**config.mk**
```make
export PLATFORM = sky130hd
export DESIGN_NAME = ser16_xfer_ctrl
export DESIGN_NICKNAME = d
export VERILOG_FILES = /design/src/rtl/ser16_xfer_ctrl.sv
export SDC_FILE = /design/constraint.sdc
export NUM_CORES = 1
export LEC_CHECK = 0
export CAP_MARGIN = 25
export CORE_MARGIN = 5
export CORE_UTILIZATION = 40
export CTS_BUF_LIST = sky130_fd_sc_hd__clkbuf_16
export CTS_CLUSTER_DIAMETER = 40
export DETAILED_ROUTE_END_ITERATION = 6
export PLACE_DENSITY = 0.62
export RECOVER_POWER = 50
export SLEW_MARGIN = 30
export SYNTH_ARGS = -nofsm -noshare
export SYNTH_HDL_FRONTEND = slang
export SYNTH_SLANG_ARGS = --single-unit
```
**constraint.sdc**
```tcl
create_clock -name C -period 5.75 [get_ports C]
set_clock_uncertainty 0.2 [all_clocks]
set_input_delay 1.15 -clock C [delete_from_list [all_inputs] [get_ports C]]
set_output_delay 1.15 -clock C [all_outputs]
set_load 0.05 [all_outputs]
```
**src/rtl/ser16_xfer_ctrl.sv**
```systemverilog
// rtl/ser16_xfer_ctrl.sv - frame sequencer driving a 16-bit load/shift-right serial register
module ser16_xfer_ctrl #(
    parameter int DIV      = 4,
    parameter int NBITS    = 16,
    parameter int CS_SETUP = 2
) (
    input  logic C,
    input  logic CLR,
    input  logic START,
    input  logic ABORT,
    output logic SR_L,
    output logic SR_CE,
    output logic SCK,
    output logic CS_N,
    output logic BUSY,
    output logic DONE
);

    typedef enum logic [2:0] {
        S_IDLE,
        S_LOAD,
        S_SETUP,
        S_SHIFT,
        S_HOLD,
        S_DONE
    } state_t;

    // one counter serves both the CS guard intervals and the SCK period
    localparam int CMAX = (2 * DIV > CS_SETUP) ? 2 * DIV : CS_SETUP;
    localparam int CW   = (CMAX > 2) ? $clog2(CMAX) : 1;

    localparam logic [CW-1:0] PER_LAST = CW'(2 * DIV - 1);
    localparam logic [CW-1:0] HI_FIRST = CW'(DIV);
    localparam logic [CW-1:0] SET_LAST = CW'(CS_SETUP - 1);
    localparam logic [4:0]    BIT_LAST = 5'(NBITS - 1);

    state_t        state;
    logic [CW-1:0] cnt;
    logic [CW-1:0] cnt_inc;
    logic [4:0]    bitcnt;

    assign cnt_inc = cnt + CW'(1);

    always_ff @(posedge C or posedge CLR) begin
        if (CLR) begin
            state  <= S_IDLE;
            cnt    <= '0;
            bitcnt <= '0;
            SR_L   <= 1'b0;
            SR_CE  <= 1'b0;
            SCK    <= 1'b0;
            CS_N   <= 1'b1;
            BUSY   <= 1'b0;
            DONE   <= 1'b0;
        end else begin
            SR_L  <= 1'b0;
            SR_CE <= 1'b0;
            DONE  <= 1'b0;
            if (ABORT && state != S_IDLE) begin
                state  <= S_IDLE;
                cnt    <= '0;
                bitcnt <= '0;
                SCK    <= 1'b0;
                CS_N   <= 1'b1;
                BUSY   <= 1'b0;
            end else begin
                case (state)
                    S_IDLE: begin
                        if (START && !ABORT) begin
                            state  <= S_LOAD;
                            cnt    <= '0;
                            bitcnt <= '0;
                            SR_L   <= 1'b1;
                            CS_N   <= 1'b0;
                            BUSY   <= 1'b1;
                        end
                    end
                    S_LOAD: begin
                        state <= S_SETUP;
                        cnt   <= '0;
                    end
                    S_SETUP: begin
                        if (cnt == SET_LAST) begin
                            state <= S_SHIFT;
                            cnt   <= '0;
                            SCK   <= 1'b0;
                        end else begin
                            cnt <= cnt_inc;
                        end
                    end
                    S_SHIFT: begin
                        // the cycle just ending carried SR_CE; start the next bit or leave
                        if (cnt == PER_LAST) begin
                            cnt    <= '0;
                            SCK    <= 1'b0;
                            bitcnt <= bitcnt + 5'd1;
                            if (bitcnt == BIT_LAST) begin
                                state <= S_HOLD;
                            end
                        end else begin
                            cnt   <= cnt_inc;
                            SCK   <= (cnt_inc >= HI_FIRST);
                            SR_CE <= (cnt_inc == PER_LAST);
                        end
                    end
                    S_HOLD: begin
                        if (cnt == SET_LAST) begin
                            state <= S_DONE;
                            cnt   <= '0;
                            CS_N  <= 1'b1;
                            BUSY  <= 1'b0;
                            DONE  <= 1'b1;
                        end else begin
                            cnt <= cnt_inc;
                        end
                    end
                    S_DONE: begin
                        state <= S_IDLE;
                    end
                    default: begin
                        state <= S_IDLE;
                        SCK   <= 1'b0;
                        CS_N  <= 1'b1;
                        BUSY  <= 1'b0;
                    end
                endcase
            end
        end
    end

endmodule

```
**After elaboration in Yosys (flattened, before gate mapping)**

Cells that the tools add are included.

- Register bits after elaboration: 17
- Latch bits: 0
- Memory bits (writable): 0
- Bits in read-only memories: 0
- Input bits: 4
- Output and inout bits: 6
- Word-level logic and storage cells: 79
- Memories kept: 0

- Add/subtract/negate cells: 2
- Multiply operators: 0
- Divide/modulo/power cells: 0
- Order comparisons: 1
- Equality and inequality tests: 16
- Shifts and indexed selects: 0
- Mux-type cells: 36
- Bitwise logic cells: 0
- Reduce and logical (&&, ||, !) cells: 15

Operators with widths:

| operator | count |
|---|---|
| 2-to-1 mux 3 bit | 10 |
| 2-to-1 mux 1 bit | 17 |
| 2-to-1 mux 5 bit | 3 |
| inequality test 3 bit (second input constant) | 5 |
| one-hot mux 3 bit (5 select lines) | 1 |
| == test 3 bit (second input constant) | 4 |
| one-hot mux 3 bit (4 select lines) | 1 |
| one-hot mux 5 bit (2 select lines) | 1 |
| one-hot mux 1 bit (3 select lines) | 3 |
| OR reduction 4 bit | 2 |
| == test 3 x 1 -> 1 bit (second input constant) | 2 |
| == test 3 x 2 -> 1 bit (second input constant) | 2 |
| AND reduction 3 bit | 2 |
| nonzero test 3 bit | 2 |
| adder 5 x 1 -> 5 bit (second input constant) | 1 |
| == test 5 x 4 -> 1 bit (second input constant) | 1 |
| AND reduction 5 bit | 1 |
| nonzero test 5 bit | 1 |
| inequality test 2 x 1 -> 1 bit (second input constant) | 2 |
| AND reduction 2 bit | 2 |
| adder 3 x 1 -> 3 bit (second input constant) | 1 |
| greater-or-equal comparator 3 bit (second input constant) | 1 |
| logical NOT 3 bit | 1 |
| logical AND 1 bit | 2 |
| 2 further kinds | 2 |

**Logic depth before layout (Yosys ltp)**

- Depth after elaboration: 5
- Depth in mapped cells: 7
- Depth with buffers taken out: 7

**Worst setup path after synthesis**

OpenSTA, ideal clock, no wires.

- Kind: input port to flip-flop
- From: input port ABORT
- To: register bitcnt[0]
- Setup time: 0.125 ns
- Arrival time: 2.017 ns
- Data required time: 5.425 ns
- Slack: 3.408 ns
- Cell stages on the path: 5
- Path buffers: 1
- Cells stage by stage: buf_4 nor2_2 nand3_2 nand3_4 mux2_4

- Longest elaborated chain between the ends: 4
- Elaborated cells between the ends (all ways): 8
- Classes of those cells: eq/ne (2); mux (1); reduce/logical (5)

RTL lines:

| element | line | RTL |
|---|---|---|
| start, declared | 10 | `input logic ABORT,` |
| logical NOT 1 bit | 69 | `if (START && !ABORT) begin` |
| logical AND 1 bit | 69 |  |
| inequality test 3 bit (no line) | -- |  |
| AND reduction 3 bit (no line) | -- |  |
| end signal, assigned | 96 | `bitcnt <= bitcnt + 5'd1;` |
| end, declared | 40 | `logic [4:0] bitcnt;` |

Parallel ways exist; a longest one is shown, timed or not.
A chain may end at the register's enable or synchronous reset.

**Worst setup path after layout**

- From: register CS_N
- To: output port CS_N

RTL lines:

| element | line | RTL |
|---|---|---|
| start, declared | 14 | `output logic CS_N,` |
| start signal, assigned | 52 | `CS_N <= 1'b1;` |
| start signal, assigned | 64 | `CS_N <= 1'b1;` |
| start signal, assigned | 74 | `CS_N <= 1'b0;` |

No word-level cell between the ends.

==> impl_metrics.json <==
{
  "vias_per_cell": 5.18,
  "cp.arrival_ns": 1.57,
  "final_core_util_pct": 48.8,
  "drt_first_pass_iters": 4,
  "layout_min_cycle_time_ns": 2.92,
  "cts_resized": 0,
  "clk_pin_slew_ns": 0.05,
  "drive_above_1_share_pct": 14.2,
  "hpwl_um": 1440,
  "whs_endpoint": "bitcnt[4]$_DFFE_PP0P_",
  "yosysWarnings": 0,
  "final_antenna_net_count": 0,
  "synth_cell_types": 45,
  "hold_slack_ns": 0.310,
  "regArea_um2": 427,
  "grtUsageTotal_pct": 12.1,
  "syn2layout_area_growth_pct": 14.4,
  "rsz0062_at_grt": "false",
  "largest-register": "bitcnt",
  "cts_num_sinks": 17,
  "cap_viol_max_count": 0,
  "cp_slowest_stage_delay_ns": 0.80,
  "hold_depth": 1,
  "antenna_cells": 0,
  "finalMaxSlewViolations": 0,
  "initial_core_util_pct": 42.6,
  "worst_setup_path_end_kind": "primary output",
  "preCtsSetupSlack_ns": 2.65,
  "syn-instance-count": 98,
  "die_h_um": 61.8,
  "grt_overflow": 0,
  "setup_ws_ns": 2.83,
  "syn-num-nets": 108,
  "largest_reg_flops": 5,
  "startpoint_type": "flip-flop",
  "finalSetupViolCount": 0,
  "most-common-layout-cells": "dfrtp_1, inv_1, nor2_1",
  "gp_congestion": 0.817,
  "top_level_ports": 10,
  "max-clock-path-buffers": 2,
  "final_common_cell": "dfrtp_1",
  "status": "finished clean",
  "rr_worst_depth": 6,
  "p_leak_nw": 0.570,
  "cp_cell_sequence": "clkdlybuf4s50_1",
  "yosysSeqAreaShare_pct": 39.7,
  "worst_pin_slew_ns": 0.679,
  "period_share_pct": 50.7,
  "drc": 0,
  "syn_avg_cell_area_um2": 11.0,
  "cts_buffers": 3,
  "wl_per_cell_um": 14.3,
  "crit_path_top_delay_cell": "clkdlybuf4s50_1",
  "ir_worst_vdd_mv": 0.172,
  "die_w_um": 61.8,
  "cts_tree": "yes",
  "dieArea_um2": 3820,
  "largestRegisters": "bitcnt (5), cnt (3), state (3)",
  "regToRegSetupSlack_ns": 3.72,
  "fmax_mhz": 343,
  "grt_pass1_wl_um": 3320,
  "hp-start": "bitcnt[4]$_DFFE_PP0P_",
  "ys_ff_latch": 17,
  "netlist_area_um2": 1070,
  "max-slew-margin-rel_pct": 54.7,
  "multi_input_area_um2": 567,
  "critPathKind": "flip-flop to primary output",
  "cp.required_ns": 4.40,
  "ctsHoldBuffers": 0,
  "clk_latency_ns": 0.25,
  "timing.rr.start": "cnt[0]$_DFFE_PP0P_",
  "finalSetupTns_ns": 0,
  "numPlacedInstances": 132,
  "power_density_nw_per_um2": 302,
  "synth_edf_count": 0,
  "num-fill-cells": 229,
  "root_buffer": "clkbuf_16",
  "drtIter0Drc": 10,
  "grt_pass1_vias": 734,
  "hold_viol_final": 0,
  "antenna_found_initial": 0,
  "async_flop_share_pct": 100,
  "crit_buf_inv": 1,
  "cp_top_family": "buffers and inverters",
  "core-area_um2": 2520,
  "hold_class": "flip-flop to flip-flop",
  "post-cts-setup-buffer-count": 0,
  "vias": 705,
  "yosys_most_used_dff": "dfrtp_1",
  "io_buffers": 9,
  "grt_max_degree": 18,
  "final_nets": 117,
  "rows": 18,
  "drt-total-wl_um": 1950,
  "htreeDepth": 1,
  "cp_max_fo": 2,
  "r2r-end": "bitcnt[0]$_DFFE_PP0P_",
  "fin_cells": 136
}
-- synth_stat cells, types with 2 or more instances --
cell	count	area share, %
a21oi_1	3	1.4
a32o_1	2	1.9
and3_1	4	2.3
and4b_1	2	1.9
buf_6	3	3.1
dfrtp_1	16	37
ha_1	6	7.0
inv_1	8	2.8
mux2_4	2	2.8
nand2_1	4	1.4
nand4_1	2	1.2
nor2_1	7	2.4
nor2b_1	3	1.7
o21ai_0	2	0.93
o21ai_4	3	4.5
xnor2_1	2	1.6
-- per-stage QoR --
step	cell area, µm²	power [mW]
CTS	1230	0.376
floorplan	1070	0.219
detailed placement	1150	0.237
global route	1230	0.390
global placement	1150	0.237
finish	1230	0.372
-- area by class of cell --
type / count / area share [%]
clock buffers: 3 / 6.10
inverters: 8 / 2.44
well taps: 30 / 3.05
flip-flops and latches: 17 / 34.7
clock inverters: 1 / 0.305
repair buffers: 9 / 7.32
multi-input cells: 68 / 46.1
-- how the worst max path moves through the flow --
stage | startpoint | endpoint | cells past startpoint
6_report | CS_N$_DFFE_PP1P_ | CS_N | 1
5_1_grt | ABORT | bitcnt[0]$_DFFE_PP0P_ | 5
4_1_cts | CS_N$_DFFE_PP1P_ | CS_N | 1
3_5_place_dp | ABORT | bitcnt[0]$_DFFE_PP0P_ | 5
3_3_place_gp | ABORT | bitcnt[4]$_DFFE_PP0P_ | 5
2_1_floorplan | ABORT | bitcnt[0]$_DFFE_PP0P_ | 5
-- report_power, final --
part           switching, mW  internal (mW)  leakage (nW)
logic                 0.0543         0.0350         0.300
clock network         0.0454         0.0923        0.0423
registers             0.0128          0.132         0.228
-- kinds of logic (layout without fill, tap and decap cells) --
group	after synthesis	count (layout)	synth area share, %
fa+ha+maj	6	6	6.98
flops	17	17	39.7
xor+xnor	2	2	1.63
compound gates	21	21	17.9
simple gates	36	36	22.7
buf+inv	13	21	7.33
mux	3	3	3.73
-- routing by layer --
metal,GRT usage [%],routed length [µm]
met1,15.2,948
met2,18.4,894
met3,3.10,58
met4,7.58,44
met5,0,0
Power figures use the tool's default switching activity.
